[src/rtl/i2c_target_regs.sv]
// i2c_target_regs
//   I2C target (responder) with a small byte-wide register file. SCL/SDA are
//   oversampled on clk and SDA is driven open-drain; external pullups provide
//   the high level. A write transfer carries a register pointer byte followed
//   by data bytes. A read transfer returns registers starting at the pointer.
//   The pointer auto-increments and wraps modulo NUM_REGS. There is no clock
//   stretching.
//
// Parameters
//   TARGET_ADDR  7-bit bus address this target answers to
//   NUM_REGS     register count, power of two in 2..256
//
// Ports
//   clk      system clock, at least 10x the SCL frequency
//   rstn     asynchronous active-low reset
//   scl_i    SCL pad input (asynchronous)
//   sda_i    SDA pad input (asynchronous)
//   sda_oe   1 = pull SDA low, 0 = release SDA
//   regs_o   register file, reg k at bits [8k+7:8k]
//   wr_stb   one-cycle pulse when a data byte is written
//   wr_ptr   register index of that write
//   wr_data  byte written
//   busy     high from an address match until STOP, NACK-end or a
//            non-matching restart
module i2c_target_regs #(
  parameter logic [6:0] TARGET_ADDR = 7'h55,
  parameter int         NUM_REGS    = 4,
  localparam int        PW          = $clog2(NUM_REGS)
) (
  input  logic                  clk,
  input  logic                  rstn,
  input  logic                  scl_i,
  input  logic                  sda_i,
  output logic                  sda_oe,
  output logic [8*NUM_REGS-1:0] regs_o,
  output logic                  wr_stb,
  output logic [PW-1:0]         wr_ptr,
  output logic [7:0]            wr_data,
  output logic                  busy
);

  typedef enum logic [3:0] {
    S_IDLE,
    S_ADDR,
    S_ADDR_ACK,
    S_PTR,
    S_PTR_ACK,
    S_WR,
    S_WR_ACK,
    S_RD,
    S_RD_ACK,
    S_WAIT
  } state_t;

  logic [2:0]    scl_sync;
  logic [2:0]    sda_sync;
  logic          scl_s;
  logic          scl_p;
  logic          sda_s;
  logic          sda_p;
  logic          scl_rise;
  logic          scl_fall;
  logic          start_det;
  logic          stop_det;

  state_t        state_q;
  state_t        state_d;
  logic [2:0]    bit_cnt_q;
  logic [2:0]    bit_cnt_d;
  logic [7:0]    shift_q;
  logic [7:0]    shift_d;
  logic [PW-1:0] ptr_q;
  logic [PW-1:0] ptr_d;
  logic          ack_phase_q;
  logic          ack_phase_d;
  logic          rd_load_q;
  logic          rd_load_d;
  logic          rw_q;
  logic          rw_d;
  logic          sda_oe_d;
  logic          busy_d;
  logic          wr_stb_d;
  logic [PW-1:0] wr_ptr_d;
  logic [7:0]    wr_data_d;
  logic          mem_we;

  logic [7:0]    mem_q [NUM_REGS];
  logic [7:0]    rx_byte;
  logic [7:0]    rd_byte;
  logic          addr_match;

  // Synchronizers reset to 1 (idle bus level) so leaving reset never looks
  // like a START, STOP or SCL edge.
  always_ff @(posedge clk or negedge rstn) begin
    if (!rstn) begin
      scl_sync <= 3'b111;
      sda_sync <= 3'b111;
    end else begin
      scl_sync <= {scl_sync[1:0], scl_i};
      sda_sync <= {sda_sync[1:0], sda_i};
    end
  end

  assign scl_s     = scl_sync[1];
  assign scl_p     = scl_sync[2];
  assign sda_s     = sda_sync[1];
  assign sda_p     = sda_sync[2];
  assign scl_rise  = scl_s & ~scl_p;
  assign scl_fall  = ~scl_s & scl_p;
  // START/STOP need SCL high on both sides of the SDA edge, so an SDA change
  // coinciding with an SCL edge is never taken as a bus condition.
  assign start_det = scl_s & scl_p & sda_p & ~sda_s;
  assign stop_det  = scl_s & scl_p & ~sda_p & sda_s;

  assign rx_byte    = {shift_q[6:0], sda_s};
  assign rd_byte    = mem_q[ptr_q];
  assign addr_match = (rx_byte[7:1] == TARGET_ADDR);

  // State and protocol registers. The async reset releases SDA at once.
  always_ff @(posedge clk or negedge rstn) begin
    if (!rstn) begin
      state_q     <= S_IDLE;
      bit_cnt_q   <= '0;
      shift_q     <= '0;
      ptr_q       <= '0;
      ack_phase_q <= 1'b0;
      rd_load_q   <= 1'b0;
      rw_q        <= 1'b0;
      sda_oe      <= 1'b0;
      busy        <= 1'b0;
      wr_stb      <= 1'b0;
      wr_ptr      <= '0;
      wr_data     <= '0;
    end else begin
      state_q     <= state_d;
      bit_cnt_q   <= bit_cnt_d;
      shift_q     <= shift_d;
      ptr_q       <= ptr_d;
      ack_phase_q <= ack_phase_d;
      rd_load_q   <= rd_load_d;
      rw_q        <= rw_d;
      sda_oe      <= sda_oe_d;
      busy        <= busy_d;
      wr_stb      <= wr_stb_d;
      wr_ptr      <= wr_ptr_d;
      wr_data     <= wr_data_d;
    end
  end

  // Register file, written on the 8th SCL rise of each data byte.
  always_ff @(posedge clk or negedge rstn) begin
    if (!rstn) begin
      for (int k = 0; k < NUM_REGS; k++) begin
        mem_q[k] <= '0;
      end
    end else if (mem_we) begin
      mem_q[ptr_q] <= rx_byte;
    end
  end

  for (genvar g = 0; g < NUM_REGS; g++) begin : g_regs_o
    assign regs_o[8*g +: 8] = mem_q[g];
  end

  // Next-state logic. STOP beats START, and both beat bit handling, so a
  // START landing on the same cycle as a bit sample always wins.
  // ACK slots use ack_phase: the first SCL fall starts driving the ACK and the
  // second fall ends the slot. In a read, shift_q holds the bits still to be
  // sent, and sda_oe always carries the inverted current bit.
  always_comb begin
    state_d     = state_q;
    bit_cnt_d   = bit_cnt_q;
    shift_d     = shift_q;
    ptr_d       = ptr_q;
    ack_phase_d = ack_phase_q;
    rd_load_d   = rd_load_q;
    rw_d        = rw_q;
    sda_oe_d    = sda_oe;
    busy_d      = busy;
    wr_stb_d    = 1'b0;
    wr_ptr_d    = wr_ptr;
    wr_data_d   = wr_data;
    mem_we      = 1'b0;

    if (stop_det) begin
      state_d     = S_IDLE;
      bit_cnt_d   = '0;
      ack_phase_d = 1'b0;
      rd_load_d   = 1'b0;
      sda_oe_d    = 1'b0;
      busy_d      = 1'b0;
    end else if (start_det) begin
      state_d     = S_ADDR;
      bit_cnt_d   = '0;
      ack_phase_d = 1'b0;
      rd_load_d   = 1'b0;
      sda_oe_d    = 1'b0;
    end else begin
      unique case (state_q)
        S_IDLE, S_WAIT: begin
        end

        S_ADDR: begin
          if (scl_rise) begin
            shift_d   = rx_byte;
            bit_cnt_d = bit_cnt_q + 3'd1;
            if (bit_cnt_q == 3'd7) begin
              if (addr_match) begin
                state_d     = S_ADDR_ACK;
                rw_d        = sda_s;
                ack_phase_d = 1'b0;
              end else begin
                state_d = S_IDLE;
                busy_d  = 1'b0;
              end
            end
          end
        end

        S_ADDR_ACK: begin
          if (scl_fall) begin
            if (!ack_phase_q) begin
              sda_oe_d    = 1'b1;
              busy_d      = 1'b1;
              ack_phase_d = 1'b1;
            end else begin
              ack_phase_d = 1'b0;
              bit_cnt_d   = '0;
              if (rw_q) begin
                state_d  = S_RD;
                shift_d  = {rd_byte[6:0], 1'b0};
                sda_oe_d = ~rd_byte[7];
              end else begin
                state_d  = S_PTR;
                sda_oe_d = 1'b0;
              end
            end
          end
        end

        S_PTR: begin
          if (scl_rise) begin
            shift_d   = rx_byte;
            bit_cnt_d = bit_cnt_q + 3'd1;
            if (bit_cnt_q == 3'd7) begin
              ptr_d       = rx_byte[PW-1:0];
              state_d     = S_PTR_ACK;
              ack_phase_d = 1'b0;
            end
          end
        end

        S_WR: begin
          if (scl_rise) begin
            shift_d   = rx_byte;
            bit_cnt_d = bit_cnt_q + 3'd1;
            if (bit_cnt_q == 3'd7) begin
              mem_we      = 1'b1;
              wr_stb_d    = 1'b1;
              wr_ptr_d    = ptr_q;
              wr_data_d   = rx_byte;
              ptr_d       = ptr_q + PW'(1);
              state_d     = S_WR_ACK;
              ack_phase_d = 1'b0;
            end
          end
        end

        S_PTR_ACK, S_WR_ACK: begin
          if (scl_fall) begin
            if (!ack_phase_q) begin
              sda_oe_d    = 1'b1;
              ack_phase_d = 1'b1;
            end else begin
              sda_oe_d    = 1'b0;
              ack_phase_d = 1'b0;
              bit_cnt_d   = '0;
              state_d     = S_WR;
            end
          end
        end

        S_RD: begin
          if (scl_fall) begin
            if (rd_load_q) begin
              rd_load_d = 1'b0;
              bit_cnt_d = '0;
              shift_d   = {rd_byte[6:0], 1'b0};
              sda_oe_d  = ~rd_byte[7];
            end else begin
              sda_oe_d = ~shift_q[7];
              shift_d  = {shift_q[6:0], 1'b0};
            end
          end else if (scl_rise && !rd_load_q) begin
            bit_cnt_d = bit_cnt_q + 3'd1;
            if (bit_cnt_q == 3'd7) begin
              state_d     = S_RD_ACK;
              ack_phase_d = 1'b0;
            end
          end
        end

        S_RD_ACK: begin
          if (scl_fall && !ack_phase_q) begin
            sda_oe_d    = 1'b0;
            ack_phase_d = 1'b1;
          end else if (scl_rise && ack_phase_q) begin
            ack_phase_d = 1'b0;
            if (!sda_s) begin
              ptr_d     = ptr_q + PW'(1);
              rd_load_d = 1'b1;
              state_d   = S_RD;
            end else begin
              state_d = S_WAIT;
              busy_d  = 1'b0;
            end
          end
        end

        default: begin
          state_d  = S_IDLE;
          sda_oe_d = 1'b0;
          busy_d   = 1'b0;
        end
      endcase
    end
  end

endmodule

[config.mk]
export PLATFORM = sky130hd
export DESIGN_NAME = i2c_target_regs
export DESIGN_NICKNAME = d
export VERILOG_FILES = /design/src/rtl/i2c_target_regs.sv
export SDC_FILE = /design/constraint.sdc
export NUM_CORES = 1
export LEC_CHECK = 0
export BUFFER_PORTS_ARGS = -buffer_cell sky130_fd_sc_hd__buf_2
export CORE_MARGIN = 5
export CORE_UTILIZATION = 58
export CTS_CLUSTER_SIZE = 12
export DETAILED_ROUTE_END_ITERATION = 7
export PLACE_DENSITY = 0.8
export SYNTH_ARGS = -nofsm -noshare
export SYNTH_HDL_FRONTEND = slang
export SYNTH_SLANG_ARGS = --single-unit
[constraint.sdc]
create_clock -name clk -period 2.37 [get_ports clk]
set_clock_uncertainty 0.05 [all_clocks]
set_input_delay 0.474 -clock clk [delete_from_list [all_inputs] [get_ports clk]]
set_output_delay 0.474 -clock clk [all_outputs]
set_load 0.03 [all_outputs]
==> results.py <==
metrics = {
    "timing": {
        "fin_tns_setup_ps": 0,
        "finalSetupViolCount": 0,
        "worstMarginPinSlew_ps": 764,
        "timing_max_transition_violations_final": 0,
        "finalWorstSetupSlack_ps": 137,
        "hold_violations": 0,
        "relSlewSlack": 0.491,
        "fmax_mhz": 448,
        "rsz0062_at_grt": "no",
        "period_needed_ps": 2230,
        "finalCritPeriodShare": 0.942,
    },
    "place": {
        "io_buffers": 48,
        "pre_cts_ws_ps": 113,
        "hpwl_um": 6710,
        "gp_congestion": 0.952,
    },
    "worst_setup_path": {
        "max_stage_delay_ps": 530,
        "cpMaxStageDelayCell": "or4b_4",
        "end_kind": "flip-flop",
        "cp-start-kind": "flip-flop",
        "arrival_ps": 2430,
        "crit_fanout": 8,
        "path_cells": "ha_1 -> ha_2 -> nand3b_1 -> or4b_4 -> clkinv_2 -> nand2_2 -> mux2_2",
        "path_class": "flip-flop to flip-flop",
        "r2r_slack_ps": 140,
        "crit_required_ps": 2560,
    },
    "routing": {
        "antenna_left": 0,
        "drt-initial-drc-count": 400,
        "wl_um": 10000,
        "via_count": 3117,
        "dr.pass1.iters": 6,
        "wl_per_cell_um": 20.3,
        "drc": 0,
        "viasPerCell": 6.34,
    },
    "power": {
        "power_uw": 4240,
        "p_leak_uw": 0.00226,
        "vdd.ir_drop.worst_mv": 0.649,
        "p_per_area_mw_per_mm2": 943,
    },
    "synth": {
        "synth_cell_types": 61,
        "ys_ff_latch": 71,
        "synth_top_family_by_area": "multiplexers",
        "ys.flop_type": "dfrtp_1",
        "synthAdderAreaFrac": 0.0196,
        "synth_fp_nets": 355,
        "syn_area_mm2": 0.00383,
        "synth_edf_count": 0,
        "async_flop_share": 1.00,
        "yosysWarningCount": 0,
        "ys_seq_area_frac": 0.466,
        "synth_mux_area_frac": 0.206,
        "avgSynthCellArea_um2": 11.1,
        "synth_compound_area_frac": 0.122,
        "netlist_instances": 345,
        "synthXorXnorAreaFrac": 0.00458,
        "yosys.area_share.simple": 0.144,
    },
    "cts": {
        "cts.sinks": 71,
        "hold_buffers": 0,
        "cts_buffers": 9,
        "cts_tree": "built",
        "path_clk_slew_ps": 80,
        "h-tree-depth": 3,
        "insertion_delay_ps": 360,
        "clockBufferDepth": 2,
        "cts-root-buf": "clkbuf_8",
    },
    "cells_and_area": {
        "drive_gt1_frac": 0.395,
        "final_nets": 420,
        "antenna_cells": 0,
        "multi_input_comb_area_mm2": 0.00190,
        "utilization": 0.705,
        "seqCellArea_mm2": 0.00178,
        "fillers": 442,
        "area_growth_pct": 17.6,
    },
    "grt": {
        "grt_max_degree": 47,
        "antenna_found_initial": 0,
        "grt_usage": 0.252,
        "grt_pass1_vias": 3105,
        "grt-ovfl-total": 0,
        "grt_pass1_wl_um": 16500,
    },
    "die": {
        "die_w_um": 91.2,
        "initial_core_util": 0.599,
        "rows": 29,
        "chipHeight_um": 91.2,
        "ios": 49,
        "dieArea_mm2": 0.00832,
        "core_area_mm2": 0.00639,
    },
    "job": {
        "maxCapViolCount": 0,
    },
    "worst_hold_path": {
        "hold_path_class": "input pin to async pin",
    },
    "run_status": {
        "status": "completed",
    },
}
-- cell usage in the layout, fill, tap and decap left out, types with 3 or more instances in the layout --
master | Yosys | final
a211oi_1 | 4 | 4
a21oi_1 | 16 | 16
buf_2 | 9 | 48
buf_4 | 1 | 26
clkbuf_8 | 0 | 9
dfrtp_1 | 65 | 65
dfstp_2 | 6 | 6
ha_1 | 6 | 5
inv_1 | 9 | 9
mux2_2 | 46 | 46
mux2i_1 | 8 | 8
mux4_2 | 8 | 8
nand2_1 | 44 | 44
nand2_2 | 3 | 3
nand2b_1 | 4 | 4
nand3_1 | 4 | 4
nand3b_1 | 3 | 3
nor2_1 | 10 | 10
nor2b_1 | 7 | 7
nor3_1 | 3 | 3
nor3b_1 | 8 | 8
o211ai_1 | 4 | 4
o21ai_0 | 17 | 17
-- worst paths after layout --
path	from	to	cells after the start
min	rstn	regs_o[2]$_DFFE_PN0P_	1
max	bit_cnt_q[0]$_DFFE_PN0P_	regs_o[8]$_DFFE_PN0P_	7
min reg2reg	sda_sync[0]$_DFF_PN1_	sda_sync[1]$_DFF_PN1_	0
min in group clk	sda_i	sda_sync[0]$_DFF_PN1_	1
max reg2reg	bit_cnt_q[0]$_DFFE_PN0P_	regs_o[8]$_DFFE_PN0P_	7
max in group asynchronous	rstn	scl_sync[2]$_DFF_PN1_	2
-- report_power, final --
part           internal [uW]  switching, uW  total [uW]
sequential              1360            304        1660
clock                    600            493        1090
combinational            702            785        1490
-- cell usage after synthesis (all sizes together) (3+ instances only) --
cell     n  area [um2]
nand2   48         195
nor2    10        37.5
ha       6        75.1
o21ai   17        85.1
inv     10        37.5
mux2i    8        80.1
nand3b   3        22.5
nor2b    7        43.8
dfrtp   65        1630
a211oi   4        30.0
mux2    47         529
mux4     8         180
o211ai   5        42.5
nor3     3        15.0
nor3b    8        60.1
clkbuf   8        30.0
dfstp    6         158
buf     13        71.3
a21oi   16        80.1
nand2b   4        25.0
nand3    4        20.0
-- through the flow --
| stage | area (um2) | hold WS, ps | instances |
|---|---|---|---|
| 4_1_cts | 4500 | 78.8 | 492 |
| 3_5_place_dp | 4280 | 297 | 476 |
| 2_1_floorplan | 3830 | 128 | 345 |
| 6_report | 4500 | 66.8 | 492 |
| 5_1_grt | 4500 | 96.7 | 492 |
| 3_3_place_gp | 4280 | 296 | 476 |
-- layout make-up --
class,instances,area share
multi-input combinational,242,0.422
sequential,71,0.396
timing repair buffer,75,0.101
clock buffer,10,0.0283
tap,77,0.0214
clock inverter,6,0.0208
inverter,11,0.00945
-- logic make-up after synthesis --
family	Yosys count
AO/OA/AOI/OAI	68
buffers and inverters	32
flip-flops	71
adder cells (fa/ha/maj)	6
multiplexers	63
XOR/XNOR	2
AND/OR/NAND/NOR	103
-- per-layer routing --
layer / track usage / wire length [um] / up-vias
met2: 0.409 / 4870 / 131
met3: 0.0488 / 684 / 37
met5: 0 / 0 / -
li1: - / - / 1398
met4: 0.108 / 330 / 0
met1: 0.331 / 4110 / 1551
-- what timing repair did --
item,in CTS,in global routing
gates resized for setup,0,1
buffers inserted,0,0
endpoints found under the setup margin,0,23
-- flip-flops by register name, indices dropped and copies added (netlist names) --
register     flops
wr_stb           1
ptr_q            2
wr_ptr           2
busy             1
scl_sync         3
shift_q          8
rd_load_q        1
rw_q             1
ack_phase_q      1
bit_cnt_q        3
wr_data          8
state_q          4
sda_sync         3
sda_oe           1
regs_o          32
-- critical path: cells and delay by family (launching register included) --
kind          cells  cell delay (ps)
flops             1              350
buf+inv           1              130
simple gates      3              870
fa+ha+maj         2              380
mux               1              330
Note: power is estimated with default switching activity, not from simulation.
